## src/rtl/hilo_muldiv_if.sv

```systemverilog
// Request/result bundle between the execute stage and the HI/LO multiply/divide engine.
// The execute stage is the master; the engine is the slave.
interface hilo_muldiv_if #(
  parameter int WIDTH = 32
);
  logic             op_valid;
  logic [2:0]       op_code;
  logic [WIDTH-1:0] A;
  logic [WIDTH-1:0] B;
  logic [WIDTH-1:0] mt_data;
  logic             busy;
  logic             done;
  logic [WIDTH-1:0] HI;
  logic [WIDTH-1:0] LO;

  modport master (
    output op_valid, op_code, A, B, mt_data,
    input  busy, done, HI, LO
  );

  modport slave (
    input  op_valid, op_code, A, B, mt_data,
    output busy, done, HI, LO
  );
endinterface

```

## src/rtl/hilo_muldiv_unit.sv

```systemverilog
// Iterative multiply/divide engine owning the HI/LO registers: shift-add multiply,
// restoring divide, WIDTH iterations per operation plus one sign-fix cycle.
module hilo_muldiv_unit #(
  parameter int WIDTH = 32
) (
  input  logic          clk,
  input  logic          rst_n,
  hilo_muldiv_if.slave  bus
);

  localparam int CW = $clog2(WIDTH) + 1;

  localparam logic [2:0] OP_MULT  = 3'b001;
  localparam logic [2:0] OP_MULTU = 3'b010;
  localparam logic [2:0] OP_DIV   = 3'b011;
  localparam logic [2:0] OP_DIVU  = 3'b100;
  localparam logic [2:0] OP_MTHI  = 3'b101;
  localparam logic [2:0] OP_MTLO  = 3'b110;

  typedef enum logic [1:0] {
    IDLE = 2'd0,
    RUN  = 2'd1,
    FIX  = 2'd2
  } state_t;

  state_t             state_reg;
  logic [CW-1:0]      count_reg;
  logic [2*WIDTH-1:0] acc_reg;      // product, or {remainder, quotient} while dividing
  logic [2*WIDTH-1:0] mcand_reg;
  logic [WIDTH-1:0]   mplier_reg;   // multiplier, or divisor while dividing
  logic               is_div_reg;
  logic               neg_q_reg;
  logic               neg_r_reg;
  logic [WIDTH-1:0]   hi_reg;
  logic [WIDTH-1:0]   lo_reg;
  logic               busy_reg;
  logic               done_reg;

  assign bus.HI   = hi_reg;
  assign bus.LO   = lo_reg;
  assign bus.busy = busy_reg;
  assign bus.done = done_reg;

  // Request decode and operand magnitudes
  logic             op_mul;
  logic             op_div;
  logic             op_mthi;
  logic             op_mtlo;
  logic             op_signed;
  logic             a_neg;
  logic             b_neg;
  logic [WIDTH-1:0] a_mag;
  logic [WIDTH-1:0] b_mag;
  logic             div_by_zero;

  assign op_mul      = (bus.op_code == OP_MULT) || (bus.op_code == OP_MULTU);
  assign op_div      = (bus.op_code == OP_DIV)  || (bus.op_code == OP_DIVU);
  assign op_mthi     = (bus.op_code == OP_MTHI);
  assign op_mtlo     = (bus.op_code == OP_MTLO);
  assign op_signed   = (bus.op_code == OP_MULT) || (bus.op_code == OP_DIV);
  assign a_neg       = op_signed & bus.A[WIDTH-1];
  assign b_neg       = op_signed & bus.B[WIDTH-1];
  assign a_mag       = a_neg ? (~bus.A + 1'b1) : bus.A;
  assign b_mag       = b_neg ? (~bus.B + 1'b1) : bus.B;
  assign div_by_zero = op_div && (bus.B == '0);

  // One multiply iteration
  logic [2*WIDTH-1:0] mul_acc_next;

  assign mul_acc_next = mplier_reg[0] ? (acc_reg + mcand_reg) : acc_reg;

  // One restoring-divide iteration; rem_diff[WIDTH] is the borrow of the trial subtract
  logic [WIDTH:0]     rem_shift;
  logic [WIDTH:0]     rem_diff;
  logic [2*WIDTH-1:0] div_acc_next;

  assign rem_shift = acc_reg[2*WIDTH-1:WIDTH-1];
  assign rem_diff  = rem_shift - {1'b0, mplier_reg};

  always_comb begin
    div_acc_next = {rem_shift[WIDTH-1:0], acc_reg[WIDTH-2:0], 1'b0};
    if (!rem_diff[WIDTH]) begin
      div_acc_next = {rem_diff[WIDTH-1:0], acc_reg[WIDTH-2:0], 1'b1};
    end
  end

  // Sign correction applied in FIX
  logic [WIDTH-1:0] fix_hi;
  logic [WIDTH-1:0] fix_lo;
  logic [WIDTH-1:0] quo_raw;
  logic [WIDTH-1:0] rem_raw;

  assign quo_raw = acc_reg[WIDTH-1:0];
  assign rem_raw = acc_reg[2*WIDTH-1:WIDTH];

  always_comb begin
    fix_hi = rem_raw;
    fix_lo = quo_raw;
    if (is_div_reg) begin
      if (neg_q_reg) begin
        fix_lo = ~quo_raw + 1'b1;
      end
      if (neg_r_reg) begin
        fix_hi = ~rem_raw + 1'b1;
      end
    end else if (neg_q_reg) begin
      {fix_hi, fix_lo} = ~acc_reg + 1'b1;
    end
  end

  always_ff @(posedge clk or negedge rst_n) begin
    if (!rst_n) begin
      state_reg  <= IDLE;
      count_reg  <= '0;
      acc_reg    <= '0;
      mcand_reg  <= '0;
      mplier_reg <= '0;
      is_div_reg <= 1'b0;
      neg_q_reg  <= 1'b0;
      neg_r_reg  <= 1'b0;
      hi_reg     <= '0;
      lo_reg     <= '0;
      busy_reg   <= 1'b0;
      done_reg   <= 1'b0;
    end else begin
      done_reg <= 1'b0;
      case (state_reg)
        IDLE: begin
          if (bus.op_valid) begin
            if (op_mthi) begin
              hi_reg <= bus.mt_data;
            end else if (op_mtlo) begin
              lo_reg <= bus.mt_data;
            end else if (op_mul || op_div) begin
              count_reg  <= '0;
              is_div_reg <= op_div;
              mcand_reg  <= {{WIDTH{1'b0}}, a_mag};
              mplier_reg <= b_mag;
              busy_reg   <= 1'b1;
              if (div_by_zero) begin
                // Raw dividend goes to HI and all-ones to LO with no sign fix
                acc_reg   <= {bus.A, {WIDTH{1'b1}}};
                neg_q_reg <= 1'b0;
                neg_r_reg <= 1'b0;
                state_reg <= FIX;
              end else begin
                acc_reg   <= op_div ? {{WIDTH{1'b0}}, a_mag} : '0;
                neg_q_reg <= a_neg ^ b_neg;
                neg_r_reg <= a_neg;
                state_reg <= RUN;
              end
            end
          end
        end

        RUN: begin
          if (is_div_reg) begin
            acc_reg <= div_acc_next;
          end else begin
            acc_reg    <= mul_acc_next;
            mcand_reg  <= {mcand_reg[2*WIDTH-2:0], 1'b0};
            mplier_reg <= {1'b0, mplier_reg[WIDTH-1:1]};
          end
          count_reg <= count_reg + 1'b1;
          if (count_reg == CW'(WIDTH - 1)) begin
            state_reg <= FIX;
          end
        end

        FIX: begin
          hi_reg    <= fix_hi;
          lo_reg    <= fix_lo;
          busy_reg  <= 1'b0;
          done_reg  <= 1'b1;
          state_reg <= IDLE;
        end

        default: begin
          state_reg <= IDLE;
          busy_reg  <= 1'b0;
        end
      endcase
    end
  end

endmodule

```

## src/flat_wrapper.sv

```systemverilog
// flat-port wrapper written by rule: the top's interface ports become plain ports
module hilo_muldiv_unit_flat 
#(
  parameter int WIDTH = 32
)
  (clk, rst_n, bus_op_valid, bus_op_code, bus_A, bus_B, bus_mt_data, bus_busy, bus_done, bus_HI, bus_LO);
  hilo_muldiv_if #(.WIDTH(WIDTH)) bus_i ();
  input  logic clk;
  input  logic rst_n;
  input wire logic [$bits(bus_i.op_valid)-1:0] bus_op_valid;
  input wire logic [$bits(bus_i.op_code)-1:0] bus_op_code;
  input wire logic [$bits(bus_i.A)-1:0] bus_A;
  input wire logic [$bits(bus_i.B)-1:0] bus_B;
  input wire logic [$bits(bus_i.mt_data)-1:0] bus_mt_data;
  output wire logic [$bits(bus_i.busy)-1:0] bus_busy;
  output wire logic [$bits(bus_i.done)-1:0] bus_done;
  output wire logic [$bits(bus_i.HI)-1:0] bus_HI;
  output wire logic [$bits(bus_i.LO)-1:0] bus_LO;
  assign bus_i.op_valid = bus_op_valid;
  assign bus_i.op_code = bus_op_code;
  assign bus_i.A = bus_A;
  assign bus_i.B = bus_B;
  assign bus_i.mt_data = bus_mt_data;
  assign bus_busy = bus_i.busy;
  assign bus_done = bus_i.done;
  assign bus_HI = bus_i.HI;
  assign bus_LO = bus_i.LO;
  hilo_muldiv_unit #(.WIDTH(WIDTH)) u_core (.clk(clk), .rst_n(rst_n), .bus(bus_i));
endmodule
```

## config.mk

```make
export PLATFORM = sky130hd
export DESIGN_NAME = hilo_muldiv_unit_flat
export DESIGN_NICKNAME = d
export VERILOG_FILES = /design/src/rtl/hilo_muldiv_if.sv /design/src/rtl/hilo_muldiv_unit.sv /design/src/flat_wrapper.sv
export SDC_FILE = /design/constraint.sdc
export NUM_CORES = 1
export LEC_CHECK = 0
export CAP_MARGIN = 10
export CORE_MARGIN = 1.5
export CORE_UTILIZATION = 55
export CTS_CLUSTER_SIZE = 20
export DETAILED_ROUTE_END_ITERATION = 8
export HOLD_SLACK_MARGIN = 0.02
export PLACE_DENSITY = 0.85
export SYNTH_ARGS = -nofsm -noshare
export SYNTH_HDL_FRONTEND = slang
export SYNTH_SLANG_ARGS = --single-unit
```

## constraint.sdc

```tcl
create_clock -name clk -period 5.35 [get_ports clk]
set_input_delay 0.535 -clock clk [delete_from_list [all_inputs] [get_ports clk]]
set_output_delay 0.535 -clock clk [all_outputs]
set_load 0.01 [all_outputs]
```

==> impl_metrics.json <==
{
  "outcome": "completed",
  "ir_drop_mv": 0.530,
  "synth_seq_cells": 237,
  "end_kind": "flip-flop",
  "clkPwrFrac_pct": 13.1,
  "ctsResizeCount": 0,
  "post_cts_buffers": 0,
  "post_route_cells_drive_above_1_share_pct": 3.73,
  "numCtsBuffers": 28,
  "grt_max_degree": 193,
  "synth_area_um2": 19400,
  "crit_slowest_cell": "a311o_1",
  "fin_crit_ns": 4.77,
  "synth.most_common_cell": "nand2_1",
  "dp_cells": 3089,
  "grt_pass1_wl_um": 113000,
  "wl_um": 73400,
  "combPwrFrac_pct": 62.0,
  "cp.buffers_inverters": 0,
  "hp-class": "in -> async",
  "maxCapViolCount": 0,
  "detail-route-antenna-nets": 0,
  "critPathMaxStageDelay_ns": 0.47,
  "finClkSkew_ns": 0.0263,
  "start_util_pct": 55.9,
  "synth.avg_cell_area_um2": 7.46,
  "finalHoldViolations": 0,
  "grt_usage_pct": 40.3,
  "dp_slack_ns": 0.751,
  "grt_antenna_before_repair": 1,
  "synth_edf_count": 0,
  "first_pass_iters": 8,
  "io_pins": 168,
  "hold_ws_ns": 0.000344,
  "die-area_um2": 36300,
  "portBuffers": 167,
  "clkSlewWorstSetupHoldPaths_ns": 0.07,
  "drv_slew": 0,
  "synth.largest_area_cell": "dfrtp_1",
  "place.gp.congestion": 1.05,
  "grt-ovfl-total": 0,
  "die_height_um": 191,
  "worst_pin_slew_ns": 1.26,
  "grt_pass1_vias": 19500,
  "synth_flop_cell": "dfrtp_1",
  "rsz0062_at_grt": "false",
  "synth_common_cells": "404 x nand2_1, 295 x nor2_1, 292 x o21ai_0, 265 x a21oi_1, 237 x dfrtp_1",
  "p_sw_mw": 7.56,
  "fin_util_pct": 64.2,
  "p_seq_share_pct": 24.9,
  "clk-insertion-delay-late_ns": 0.59,
  "clockRootBuffer": "clkbuf_16",
  "syn_nets": 2800,
  "finalCritPeriodShare_pct": 89.2,
  "cpLargestDelayFamily": "compound AO/OA/AOI/OAI gates",
  "post_dp_cell_area_um2": 21300,
  "syn-instance-count": 2596,
  "relSlewSlack_pct": 16.2,
  "final_cells": 3140,
  "cp_max_fo": 5,
  "setup_violations": 0,
  "wl_per_cell_um": 23.4,
  "synthDominantCellAreaShare_pct": 30.6,
  "synthDistinctLibCells": 68,
  "die_w_um": 191,
  "design_area_um2": 22200,
  "total_power_mw": 14.5,
  "h-tree-depth": 1,
  "area_delta_synth_final_pct": 14.7,
  "hold_buffers": 0,
  "vias_per_cell": 6.53,
  "max_freq_mhz": 210,
  "cts_buffer_depth": 3,
  "setup_slack_ns": 0.579,
  "cts.sinks": 237,
  "nNetsFinal": 2868,
  "powerDensity_nw_per_um2": 652,
  "rows": 68,
  "p_leak_nw": 9.25,
  "async_reset_ff_share_pct": 100,
  "yosysWarnings": 0,
  "path_cells": "ha_1, fa_1, a211oi_1, o21bai_1, o21ai_1, o21bai_1, a211o_1, a311o_1, a21o_1, a41oi_1, o21ai_1, a311o_1, mux2i_1, o32ai_1",
  "startpoint_type": "flip-flop",
  "via_count": 20500,
  "synthTopCellsByArea": "dfrtp_1 31%, nand2_1 7.8%, o21ai_0 7.5%",
  "synth_seq_area_share_pct": 30.6,
  "path_class": "reg -> reg",
  "required_ns": 5.82,
  "arrival_ns": 5.24,
  "fp.coreArea_um2": 34600,
  "p_int_mw": 6.93,
  "tns_ns": 0,
  "cts_tree": "yes",
  "dp_hpwl_um": 54900,
  "drc_errors": 0,
  "switching_share_pct": 52.2,
  "initialDrtViolationCount": 2015
}
## power by group through the flow
stage | registers [mW] | logic, mW | clock network (mW)
2_1_floorplan | 3.06 | 6.30 | 0
3_3_place_gp | 3.53 | 8.54 | 0
3_5_place_dp | 3.56 | 8.72 | 0
4_1_cts | 3.53 | 8.77 | 1.91
5_1_grt | 3.63 | 9.80 | 1.97
6_report | 3.61 | 8.99 | 1.90
## cell families after synthesis
group | synth area share [%]
multiplexers | 1.45
AND/OR/NAND/NOR | 20.7
buffers and inverters | 4.43
flip-flops | 30.6
AO/OA/AOI/OAI | 26.9
adder cells (fa/ha/maj) | 6.67
XOR/XNOR | 9.23
## cell type report
cell class	count	area [um2]
clock buffer	33	729
sequential	237	5930
tap	455	569
multi-input combinational	2131	12600
fill	3089	12400
antenna	1	2.50
timing repair buffer	193	1910
inverter	73	274
clock inverter	17	159
## placed cells by master, fill, tap and decap left out, types with 7 or more instances in the layout
cell               n
nand2_1          402
nor2_1           292
o21ai_0          290
a21oi_1          265
dfrtp_1          236
clkdlybuf4s50_1  166
xnor2_1          117
ha_1             100
xor2_1            86
inv_1             72
a21o_1            48
nor3_1            42
o31ai_1           41
nand3_1           34
clkbuf_16         28
mux2i_1           27
or3_1             27
o211ai_1          27
a211oi_1          26
a31oi_1           26
a221oi_1          25
buf_4             23
nand4_1           22
nor4_1            20
and3_1            19
o21bai_1          16
or4_1             15
nand2b_1          14
o21a_1            12
nor2b_1            9
a22oi_1            9
o22ai_1            9
a2111oi_0          9
clkinv_2           9
o41ai_1            7
o311ai_0           7
o221ai_1           7
## worst paths after layout
kind | from | depth (start not counted) | end | slack, ns
min reg2reg | u_core.bus.LO[11] | 2 | u_core.bus.LO[11] | 0.48
max in group asynchronous | rst_n | 2 | u_core.is_div_reg | 3.98
max reg2reg | u_core.acc_reg[0] | 14 | u_core.acc_reg[62] | 0.58
max | u_core.acc_reg[0] | 14 | u_core.acc_reg[62] | 0.58
min | rst_n | 1 | u_core.acc_reg[9] | 0.0003
min in group clk | u_core.bus.LO[11] | 2 | u_core.bus.LO[11] | 0.48
## worst register-to-register path, cell delays in order (launching register included)
cell and delay [ns]:
dfrtp_1 0.43, ha_1 0.25, fa_1 0.44, a211oi_1 0.37, o21bai_1 0.20, o21ai_1 0.31
o21bai_1 0.13, a211o_1 0.41, a311o_1 0.47, a21o_1 0.22, a41oi_1 0.42, o21ai_1 0.20
a311o_1 0.39, mux2i_1 0.13, o32ai_1 0.28
## metal layers
metal / vias to the layer above / share of wire, % / track usage [%]
li1: 9381 / - / -
met1: 9549 / 38 / 48.5
met2: 1194 / 45 / 64.9
met3: 364 / 9.3 / 8.01
met4: 2 / 8.0 / 27.6
met5: - / 0.016 / 0
Power figures use the tool's default switching activity.
